## config.mk

```make
export PLATFORM = sky130hd
export DESIGN_NAME = striping_2lanes_flat
export DESIGN_NICKNAME = d
export VERILOG_FILES = /design/src/rtl/striping_2lanes_if.sv /design/src/rtl/striping_2lanes.sv /design/src/flat_wrapper.sv
export SDC_FILE = /design/constraint.sdc
export NUM_CORES = 1
export LEC_CHECK = 0
export CORE_ASPECT_RATIO = 1.25
export CORE_UTILIZATION = 47
export CTS_CLUSTER_SIZE = 10
export DETAILED_ROUTE_END_ITERATION = 8
export PLACE_DENSITY_LB_ADDON = 0.15
export SLEW_MARGIN = 20
export SYNTH_ARGS = -nofsm -noshare
export SYNTH_HDL_FRONTEND = slang
export SYNTH_SLANG_ARGS = --single-unit
```

## constraint.sdc

```tcl
create_clock -name clk_2f -period 4.5 [get_ports clk_2f]
set_clock_uncertainty 0.15 [all_clocks]
set_input_delay 1.35 -clock clk_2f [delete_from_list [all_inputs] [get_ports clk_2f]]
set_output_delay 1.35 -clock clk_2f [all_outputs]
set_load 0.05 [all_outputs]
```

## src/rtl/striping_2lanes_if.sv

```systemverilog
// Word stream into the two-lane striper and the lane/debug outputs it produces.
interface striping_2lanes_if #(
   parameter int DATA_W = 32,
   parameter int CNT_W  = 8
);
   logic              valid_in;
   logic [DATA_W-1:0] data_in;
   logic              valid_lane0;
   logic [DATA_W-1:0] data_lane0;
   logic              valid_lane1;
   logic [DATA_W-1:0] data_lane1;
   logic              lane_sel;
   logic              active_out;
   logic [CNT_W-1:0]  words_lane0;
   logic [CNT_W-1:0]  words_lane1;

   modport master (
      output valid_in, data_in,
      input  valid_lane0, data_lane0, valid_lane1, data_lane1,
      input  lane_sel, active_out, words_lane0, words_lane1
   );

   modport slave (
      input  valid_in, data_in,
      output valid_lane0, data_lane0, valid_lane1, data_lane1,
      output lane_sel, active_out, words_lane0, words_lane1
   );
endinterface

```

## src/rtl/striping_2lanes.sv

```systemverilog
// Alternates valid words across two lanes; an idle gap of IDLE_LIMIT cycles
// drops back to IDLE and realigns the lane pointer to lane0.
//
//  state     | meaning
//  ST_IDLE   | no recent traffic, lane pointer aligned to lane0
//  ST_ACTIVE | streaming; idle counter tracks the current invalid gap
module striping_2lanes #(
   parameter int DATA_W     = 32,
   parameter int CNT_W      = 8,
   parameter int IDLE_LIMIT = 4
) (
   input logic               clk_2f,
   input logic               reset,
   striping_2lanes_if.slave  bus
);
   localparam int IDLE_W = $clog2(IDLE_LIMIT + 1);
   localparam logic [IDLE_W-1:0] IDLE_LAST = IDLE_W'(IDLE_LIMIT - 1);

   typedef enum logic {ST_IDLE, ST_ACTIVE} state_t;

   state_t              state_q,    state_d;
   logic                lane_sel_q, lane_sel_d;
   logic                valid0_q,   valid0_d;
   logic                valid1_q,   valid1_d;
   logic [DATA_W-1:0]   data0_q,    data0_d;
   logic [DATA_W-1:0]   data1_q,    data1_d;
   logic [CNT_W-1:0]    words0_q,   words0_d;
   logic [CNT_W-1:0]    words1_q,   words1_d;
   logic [IDLE_W-1:0]   idle_cnt_q, idle_cnt_d;

   always_comb begin
      state_d    = state_q;
      lane_sel_d = lane_sel_q;
      valid0_d   = 1'b0;
      valid1_d   = 1'b0;
      data0_d    = data0_q;
      data1_d    = data1_q;
      words0_d   = words0_q;
      words1_d   = words1_q;
      idle_cnt_d = idle_cnt_q;

      if (bus.valid_in) begin
         if (!lane_sel_q) begin
            valid0_d = 1'b1;
            data0_d  = bus.data_in;
            words0_d = words0_q + 1'b1;
         end else begin
            valid1_d = 1'b1;
            data1_d  = bus.data_in;
            words1_d = words1_q + 1'b1;
         end
         lane_sel_d = ~lane_sel_q;
         idle_cnt_d = '0;
         state_d    = ST_ACTIVE;
      end else if (state_q == ST_ACTIVE) begin
         // This invalid cycle is the IDLE_LIMIT-th in a row.
         if (idle_cnt_q == IDLE_LAST) begin
            state_d    = ST_IDLE;
            lane_sel_d = 1'b0;
            idle_cnt_d = '0;
         end else begin
            idle_cnt_d = idle_cnt_q + 1'b1;
         end
      end
   end

   always_ff @(posedge clk_2f) begin
      if (reset) begin
         state_q    <= ST_IDLE;
         lane_sel_q <= 1'b0;
         valid0_q   <= 1'b0;
         valid1_q   <= 1'b0;
         data0_q    <= '0;
         data1_q    <= '0;
         words0_q   <= '0;
         words1_q   <= '0;
         idle_cnt_q <= '0;
      end else begin
         state_q    <= state_d;
         lane_sel_q <= lane_sel_d;
         valid0_q   <= valid0_d;
         valid1_q   <= valid1_d;
         data0_q    <= data0_d;
         data1_q    <= data1_d;
         words0_q   <= words0_d;
         words1_q   <= words1_d;
         idle_cnt_q <= idle_cnt_d;
      end
   end

   assign bus.valid_lane0 = valid0_q;
   assign bus.data_lane0  = data0_q;
   assign bus.valid_lane1 = valid1_q;
   assign bus.data_lane1  = data1_q;
   assign bus.lane_sel    = lane_sel_q;
   assign bus.active_out  = (state_q == ST_ACTIVE);
   assign bus.words_lane0 = words0_q;
   assign bus.words_lane1 = words1_q;
endmodule

```

## src/flat_wrapper.sv

```systemverilog
// flat-port wrapper written by rule: the top's interface ports become plain ports
module striping_2lanes_flat 
#(
   parameter int DATA_W     = 32,
   parameter int CNT_W      = 8,
   parameter int IDLE_LIMIT = 4
)
  (clk_2f, reset, bus_valid_in, bus_data_in, bus_valid_lane0, bus_data_lane0, bus_valid_lane1, bus_data_lane1, bus_lane_sel, bus_active_out, bus_words_lane0, bus_words_lane1);
  striping_2lanes_if #(.DATA_W(DATA_W), .CNT_W(CNT_W)) bus_i ();
  input logic clk_2f;
  input logic reset;
  input wire logic [$bits(bus_i.valid_in)-1:0] bus_valid_in;
  input wire logic [$bits(bus_i.data_in)-1:0] bus_data_in;
  output wire logic [$bits(bus_i.valid_lane0)-1:0] bus_valid_lane0;
  output wire logic [$bits(bus_i.data_lane0)-1:0] bus_data_lane0;
  output wire logic [$bits(bus_i.valid_lane1)-1:0] bus_valid_lane1;
  output wire logic [$bits(bus_i.data_lane1)-1:0] bus_data_lane1;
  output wire logic [$bits(bus_i.lane_sel)-1:0] bus_lane_sel;
  output wire logic [$bits(bus_i.active_out)-1:0] bus_active_out;
  output wire logic [$bits(bus_i.words_lane0)-1:0] bus_words_lane0;
  output wire logic [$bits(bus_i.words_lane1)-1:0] bus_words_lane1;
  assign bus_i.valid_in = bus_valid_in;
  assign bus_i.data_in = bus_data_in;
  assign bus_valid_lane0 = bus_i.valid_lane0;
  assign bus_data_lane0 = bus_i.data_lane0;
  assign bus_valid_lane1 = bus_i.valid_lane1;
  assign bus_data_lane1 = bus_i.data_lane1;
  assign bus_lane_sel = bus_i.lane_sel;
  assign bus_active_out = bus_i.active_out;
  assign bus_words_lane0 = bus_i.words_lane0;
  assign bus_words_lane1 = bus_i.words_lane1;
  striping_2lanes #(.DATA_W(DATA_W), .CNT_W(CNT_W), .IDLE_LIMIT(IDLE_LIMIT)) u_core (.clk_2f(clk_2f), .reset(reset), .bus(bus_i));
endmodule
```

Word level (Yosys, flattened, before mapping)

Index checks and enable logic that the tools add are counted.

Register bits: 87
Input bits: 35
Output and inout port bits: 84
Word-level logic and storage cells: 31

Add/subtract/negate cells: 3
Equal/unequal tests: 1
Mux-type cells: 9
Bitwise gates (word level): 2
Reduce and logical (&&, ||, !) cells: 7

Operators by type and width:

| cell                                          | count |
|---|---|
| adder 8 x 1 -> 8 bit, second input constant   | 2 |
| 2-to-1 mux 1 bit                              | 8 |
| AND reduction 2 bit                           | 3 |
| nonzero test 2 bit                            | 2 |
| OR reduction 2 bit                            | 2 |
| adder 3 x 1 -> 3 bit, second input constant   | 1 |
| == test 3 x 2 -> 1 bit, second input constant | 1 |
| 2-to-1 mux 3 bit                              | 1 |
| inverter 1 bit                                | 2 |

Depth between registers and ports, before layout

Gate-level depths: netlist of run 1.

Word-level depth: 4
Depth in mapped cells: 6
Mapped depth without buffers: 4

Worst setup path before layout of run 1

Ideal clock, no wire load.

Path type: input-to-reg
Start point: input bus_valid_in
End point: register u_core.words1_q[7], in the netlist u_core.bus.words_lane1[7]
Library setup time: 0.070 ns
Data arrival time: 2.147 ns
Required time: 4.280 ns
Path slack: 2.133 ns
Stages: 4
Path buffers: 1
Cells stage by stage: buf_4 -> nand4_4 -> or4_1 -> a21oi_1

Cells in the longest elaborated chain, start to end: 1

Ends and longest elaborated chain:

| item                          | RTL line              | source |
|---|---|---|
| start: declaration            | flat_wrapper.sv:12    | `input wire logic [$bits(bus_i.valid_in)-1:0] bus_valid_in;` |
| AND reduction 2 bit (no line) | -                     |  |
| end signal: assignment        | striping_2lanes.sv:86 | `words1_q <= words1_d;` |
| end: declaration              | striping_2lanes.sv:28 | `logic [CNT_W-1:0] words1_q, words1_d;` |

Every way passes these cells.
A chain may end at the register's enable or synchronous reset.

Worst setup path after layout of run 1

Start point: register u_core.lane_sel_q, in the netlist u_core.bus.lane_sel
End point: output bus_lane_sel

RTL lines:

| item                     | RTL line              | source |
|---|---|---|
| start: declaration       | striping_2lanes.sv:22 | `logic lane_sel_q, lane_sel_d;` |
| start signal: assignment | striping_2lanes.sv:80 | `lane_sel_q <= lane_sel_d;` |
| end: declaration         | flat_wrapper.sv:18    | `output wire logic [$bits(bus_i.lane_sel)-1:0] bus_lane_sel;` |

No word-level cell between the ends.

==> flow_summary.yaml, run 1 <==
yosys:
  synthMuxAreaShare: 0.01016
  yosysSeqAreaShare: 0.5440
  yosys_warnings: 0
  synth_top_cell_by_area: "dfxtp_1"
  syn-cell-area_um2: 3202
  ys_seq_elements: 87
  syn_avg_cell_area_um2: 8.189
  yosys-top-cells-area: "dfxtp_1 (54%), nand2_1 (16%), a21oi_1 (12%)"
  synth_top_family_by_area: "simple AND/OR/NAND/NOR gates"
  synthSimpleGateAreaFrac: 0.2364
  synth_xor_xnor_area_share: 0.01094
  synth.distinct_cells: 31
  syn-num-nets: 429
  syn_inst: 391
  synth_top_area_share: 0.5440
  synth_fa_ha_area_frac: 0.01172
  synth_compound_area_frac: 0.1376
critical_path:
  cp_max_fo: 10
  worst-r2r-setup-slack_ps: 2840
  cpPeakStageDelay_ps: 890
  regToRegStartpoint: "u_core.bus.lane_sel$_SDFFE_PP0P_"
  r2r_end: "u_core.bus.data_lane0[4]$_SDFFE_PP0P_"
  worst_setup_path_start_kind: "flip-flop"
  cp_num_cells: 1
  cp_slowest_cell: "clkdlybuf4s50_1"
  crit_end: "bus_lane_sel"
  crit_path_cell_trace: "clkdlybuf4s50_1"
  crit_arrival_ps: 1780
  path_buf_inv: 1
  endpoint_kind: "primary output"
  crit_required_ps: 3000
  startpoint: "u_core.bus.lane_sel$_SDFFE_PP0P_"
  worstSetupPathType: "flip-flop to primary output"
  crit_family: "buffers and inverters"
  worst-r2r-cell-count: 4
sta:
  maxSlewViolCount: 0
  finalSetupViolations: 0
  hold_viol: 0
  fin_setup_tns_ps: 0
  tightest_slew_ps: 558.6
  rsz0062_at_grt: "false"
  fin_ws_ps: 1217
  period_needed_ps: 3283
  relSlewSlack: 0.6276
  max_freq_mhz: 304.6
  post-route-period-util: 0.7295
cells_and_area:
  num-fill-cells: 541
  drive_gt1_frac: 0.05941
  n_antenna_cell: 0
  finalNonFillerCells: 592
  area_growth_pct: 44.12
  fin_nets: 538
  design_area_um2: 4614
min_path:
  hold_path.class: "flip-flop to flip-flop"
global_route:
  grt_overflow_total: 0
  grt_pass1_wl_um: 12320
  antenna_found_initial: 0
  grt_max_degree: 39
  track_usage: 0.2308
  grt_pass1_vias: 2678
detailed_routing:
  wl_um: 7885
  dr.pass1.iters: 4
  drt_iter0_drc: 144
  viasPerCell: 4.971
  routedWlPerCell_um: 13.32
  via_count: 2943
  drc: 0
  ant_nets: 0
clock_tree:
  cts_sinks: 87
  clk_pin_slew_ps: 80
  clk_latency_ps: 350
  post_cts_resized: 0
  clock-root-buffer: "clkbuf_8"
  cts_hold_buf: 0
  cts_tree: "built"
  cts_setup_buffers: 0
  numCtsBuffers: 9
  htreeDepth: 3
  cts_max_path_buffers: 2
pwr:
  leakagePower_nw: 1.641
  total_power_w: 0.001679
  power_density_nw_per_um2: 363.8
  vdd_drop_max_v: 0.0003817
placed_design:
  place.gp.congestion: 0.7598
  dp_hpwl_um: 5391
  dpl_cell_area_um2: 4409
  preCtsSetupSlack_ps: 1258
  dp_cells: 576
  portBuffers: 118
floorplanning:
  ioPinCount: 119
  die_h_um: 94.28
  fp.dieW_um: 75.83
  rows: 33
  core_area_um2: 6565
  dieArea_um2: 7149
  initial_utilization: 0.4877
job:
  drv_cap: 0
run_status:
  status: "finished clean"
[cell type report]
| cell class | count | area (um^2) | share of cell area |
|---|---|---|---|
| well taps | 87 | 108.9 | 0.02359 |
| flip-flops and latches | 87 | 1742 | 0.3774 |
| multi-input cells | 271 | 1308 | 0.2834 |
| clock buffers | 10 | 137.6 | 0.02983 |
| repair buffers | 125 | 1229 | 0.2663 |
| clock inverters | 6 | 67.56 | 0.01464 |
| inverters | 6 | 22.52 | 0.004881 |
[flip-flops by register name (all words and copies together), names as in the netlist]
name,cells
u_core.bus.words_lane0,8
u_core.bus.data_lane0,32
u_core.bus.lane_sel,1
u_core.bus.active_out,1
u_core.bus.words_lane1,8
u_core.bus.valid_lane1,1
u_core.bus.valid_lane0,1
u_core.bus.data_lane1,32
u_core.idle_cnt_q,3
[placed cells by master (no fill, tap or decap), types with 3 or more instances in the layout]
cell type        netlist  routed
a21oi_1               77      77
buf_4                  1       7
clkbuf_8               0      10
clkdlybuf4s50_1        0     117
dfxtp_1               87      87
ha_1                   3       3
inv_1                  6       6
nand2_1              137     137
nand3_1                4       4
nor2_1                10      10
nor2b_1                4       3
o21ai_0                8       8
or3_1                  7       7
xnor2_1                4       4
[layer usage]
layer / part of all wire / GRT usage / vias up
li1: - / - / 1490
met5: 0 / 0 / -
met4: 0.011 / 0.08179 / 0
met1: 0.41 / 0.2500 / 1365
met2: 0.51 / 0.4004 / 81
met3: 0.072 / 0.08584 / 7
[worst min path at each step]
stage                                           start                           endpoint  cells after the start
global placement    u_core.idle_cnt_q[2]$_SDFFE_PP0P_  u_core.idle_cnt_q[2]$_SDFFE_PP0P_                      2
global route        u_core.idle_cnt_q[2]$_SDFFE_PP0P_  u_core.idle_cnt_q[2]$_SDFFE_PP0P_                      2
finish              u_core.idle_cnt_q[2]$_SDFFE_PP0P_  u_core.idle_cnt_q[2]$_SDFFE_PP0P_                      2
CTS                 u_core.idle_cnt_q[2]$_SDFFE_PP0P_  u_core.idle_cnt_q[2]$_SDFFE_PP0P_                      2
detailed placement  u_core.idle_cnt_q[2]$_SDFFE_PP0P_  u_core.idle_cnt_q[2]$_SDFFE_PP0P_                      2
floorplan           u_core.idle_cnt_q[2]$_SDFFE_PP0P_  u_core.idle_cnt_q[2]$_SDFFE_PP0P_                      2
[Yosys cell counts]
| library cell | number |
|---|---|
| a21boi_0 | 1 |
| a21oi_1 | 77 |
| and2_1 | 1 |
| buf_1 | 2 |
| buf_2 | 12 |
| buf_4 | 1 |
| buf_6 | 2 |
| clkbuf_1 | 10 |
| dfxtp_1 | 87 |
| ha_1 | 3 |
| inv_1 | 6 |
| mux2_1 | 1 |
| mux2_2 | 1 |
| mux2i_1 | 1 |
| nand2_1 | 137 |
| nand2b_1 | 2 |
| nand3_1 | 4 |
| nand3b_1 | 2 |
| nand4_1 | 1 |
| nand4_4 | 1 |
| nand4b_1 | 1 |
| nor2_1 | 10 |
| nor2b_1 | 4 |
| nor3_1 | 1 |
| nor4_2 | 1 |
| nor4_4 | 1 |
| o21ai_0 | 8 |
| o31ai_1 | 1 |
| or3_1 | 7 |
| or4_1 | 1 |
| xnor2_1 | 4 |
[logic make-up after synthesis]
logic type,Yosys count
DFF,87
AOI/OAI and AO/OA,87
and+or+nand+nor,174
adders and majority gates,3
muxes,3
xor gates and xnor gates,4
buffers and inverters,33
[metrics by stage]
stage | hold WS (ps) | utilization
finish | 285.8 | 0.7029
CTS | 284.7 | 0.7029
global route | 305.9 | 0.7029
floorplan | 256.9 | -
detailed placement | 272.6 | 0.6716
global placement | 266.0 | 0.6716
[worst min-delay path, cell delays in order (launching register included)]
cell     delay (ps)
dfxtp_1         320
nand2_1          50
a21oi_1          30
[where the power goes]
| group | total [W] | leakage [nW] | switching, W | internal (W) |
|---|---|---|---|---|
| registers | 0.000823 | 0.710 | 0.0000215 | 0.000802 |
| logic | 0.000298 | 0.833 | 0.000192 | 0.000105 |
| clock network | 0.000558 | 0.0993 | 0.000283 | 0.000275 |
| total | 0.00168 | 1.64 | 0.000497 | 0.00118 |
(Power assumes the default switching activity.)
==> run 2, diff against run 1 <==
--- a/config.mk
+++ b/config.mk
@@ -6,7 +6,7 @@
 export NUM_CORES = 1
 export LEC_CHECK = 0
 export CORE_ASPECT_RATIO = 1.25
-export CORE_UTILIZATION = 47
+export CORE_UTILIZATION = 40
 export CTS_CLUSTER_SIZE = 10
 export DETAILED_ROUTE_END_ITERATION = 8
 export PLACE_DENSITY_LB_ADDON = 0.15
==> constraint.sdc (replaced) <==
create_clock -name clk_2f -period 2.7 [get_ports clk_2f]
set_clock_uncertainty 0.15 [all_clocks]
set_input_delay 0.81 -clock clk_2f [delete_from_list [all_inputs] [get_ports clk_2f]]
set_output_delay 0.81 -clock clk_2f [all_outputs]
set_load 0.05 [all_outputs]
==> run 2 against run 1 <==
  * Final area increased by 1.6%
  * Sequential share of layout area fell by 0.60 points
  * Via count rose by 1.2%
  * Combinational power rose by 70%
  * Critical path depth unchanged
  * Critical endpoint is now bus_words_lane1[0]
  * Highest routed layer unchanged
==> flow_summary.yaml, run 2 (synthesis results as in run 1) <==
min_path:
  hold_end: "u_core.idle_cnt_q[2]$_SDFFE_PP0P_"
  min-delay-start: "u_core.idle_cnt_q[2]$_SDFFE_PP0P_"
  holdPathStages: 2
  hold_path.class: "flip-flop to flip-flop"
pwr:
  power_density_nw_per_um2: 604.4
  leakagePower_nw: 1.677
  total_power_w: 0.002834
  p_int_w: 0.002006
  combPwrFrac: 0.179
  p_clk_frac: 0.337
  p_sw_w: 0.0008284
  p_sw_frac: 0.2923
  vdd_drop_max_v: 0.0003511
  seq_power_share: 0.484
cells_and_area:
  mostFrequentLayoutCell: "nand2_1"
  drive_gt1_frac: 0.06496
  fin_util: 0.6018
  fin_nets: 541
  num-fill-cells: 711
  area_growth_pct: 46.46
  final_cell_mix: "nand2_1 (137), clkdlybuf4s50_1 (116), dfxtp_1 (87), a21oi_1 (77), clkbuf_8 (11)"
  n_antenna_cell: 0
sta:
  tightest_slew_ps: 580.4
  finalSetupViolations: 0
  relSlewSlack: 0.6131
  hold_viol: 0
  rsz0062_at_grt: "false"
  fin_setup_tns_ps: 0
  post-route-period-util: 0.9666
  period_needed_ps: 2610
  maxSlewViolCount: 0
  max_freq_mhz: 383.2
critical_path:
  regToRegStartpoint: "u_core.bus.lane_sel$_SDFFE_PP0P_"
  endpoint_kind: "primary output"
  crit_required_ps: 1740
  cp_max_fo: 4
  worst-r2r-cell-count: 4
  crit_path_cell_trace: "clkdlybuf4s50_1"
  cp_slowest_cell: "clkdlybuf4s50_1"
  worstSetupPathType: "flip-flop to primary output"
  worst_setup_path_start_kind: "flip-flop"
  path_buf_inv: 1
  cpPeakStageDelay_ps: 850
  r2r_end: "u_core.bus.data_lane0[31]$_SDFFE_PP0P_"
  worst-r2r-setup-slack_ps: 970
  crit_arrival_ps: 1650
  crit_family: "buffers and inverters"
detailed_routing:
  routedWlPerCell_um: 13.48
  dr.pass1.iters: 6
  drt_iter0_drc: 109
  viasPerCell: 4.937
  wl_um: 8131
  ant_nets: 0
  drc: 0
  via_count: 2977
global_route:
  grt_pass1_vias: 2786
  antenna_found_initial: 0
  grt_overflow_total: 0
  grt_pass1_wl_um: 13150
  grt_max_degree: 36
  track_usage: 0.2089
clock_tree:
  htreeDepth: 3
  cts_hold_buf: 0
  post_cts_resized: 0
  clock-root-buffer: "clkbuf_8"
  numCtsBuffers: 9
  clk_pin_slew_ps: 80
  cts_setup_buffers: 0
  clk_latency_ps: 350
  cts_sinks: 87
  cts_tree: "built"
  cts_max_path_buffers: 2
floorplanning:
  initial_utilization: 0.4109
  die_h_um: 102.0
  rows: 36
  ioPinCount: 119
  core_area_um2: 7792
  fp.dieW_um: 82.02
  dieArea_um2: 8369
placed_design:
  dp_hpwl_um: 5460
  portBuffers: 118
  place.gp.congestion: 0.6934
job:
  drv_cap: 0
run_status:
  status: "finished clean"
## run 2: cell types whose count changed in the layout (fill, tap and decap cells not counted), sizes merged
cell           change
buf                +4
clkdlybuf4s50      -1
clkbuf             +1
clkinvlp           -1
## run 2: area by class of cell
type,count,area (um^2),share of cell area
flip-flops and latches,87,1742,0.3714
well taps,95,118.9,0.02535
multi-input cells,271,1305,0.2783
inverters,6,22.52,0.004803
clock buffers,11,151.4,0.03228
clock inverters,5,63.81,0.01361
repair buffers,128,1286,0.2743
## run 2: how the worst max path moves through the flow
stage / cells after the start / to / startpoint
after floorplan: 4 / u_core.bus.words_lane0[6]$_SDFFE_PP0P_ / u_core.bus.words_lane0[0]$_SDFFE_PP0P_
after global placement: 5 / u_core.bus.words_lane1[7]$_SDFFE_PP0P_ / bus_valid_in
after detailed placement: 5 / u_core.bus.words_lane1[7]$_SDFFE_PP0P_ / bus_valid_in
after CTS: 1 / bus_words_lane1[0] / u_core.bus.words_lane1[0]$_SDFFE_PP0P_
after global routing: 1 / bus_words_lane1[0] / u_core.bus.words_lane1[0]$_SDFFE_PP0P_
final: 1 / bus_words_lane1[0] / u_core.bus.words_lane1[0]$_SDFFE_PP0P_
## run 2: metal layers
metal,share of wire,GRT usage,vias up
met5,0,0,-
met4,0.017,0.08637,0
met3,0.063,0.06607,15
met2,0.50,0.3566,82
met1,0.42,0.2377,1381
li1,-,-,1499
## run 2: through the flow
| step | area (um^2) | setup slack, ps | hold slack, ps | cells |
|---|---|---|---|---|
| 2_1_floorplan | 3202 | 872.0 | 256.9 | 391 |
| 3_3_place_gp | 4474 | 321.5 | 266.4 | 587 |
| 3_5_place_dp | 4474 | 280.9 | 281.1 | 587 |
| 4_1_cts | 4690 | 53.07 | 292.2 | 603 |
| 5_1_grt | 4690 | 14.06 | 323.7 | 603 |
| 6_report | 4690 | 90.19 | 289.9 | 603 |
## run 2: power groups by stage
stage	Clock, W	Combinational, W	Sequential, W
4_1_cts	0.000984	0.000511	0.00137
6_report	0.000955	0.000507	0.00137
5_1_grt	0.00105	0.000539	0.00138
3_5_place_dp	0	0.000509	0.00140
3_3_place_gp	0	0.000505	0.00140
2_1_floorplan	0	0.000129	0.00158
## run 2: worst min-delay path, stage by stage, from the launching register on
cell and delay, ps:
dfxtp_1 310, nand2_1 50, a21oi_1 30
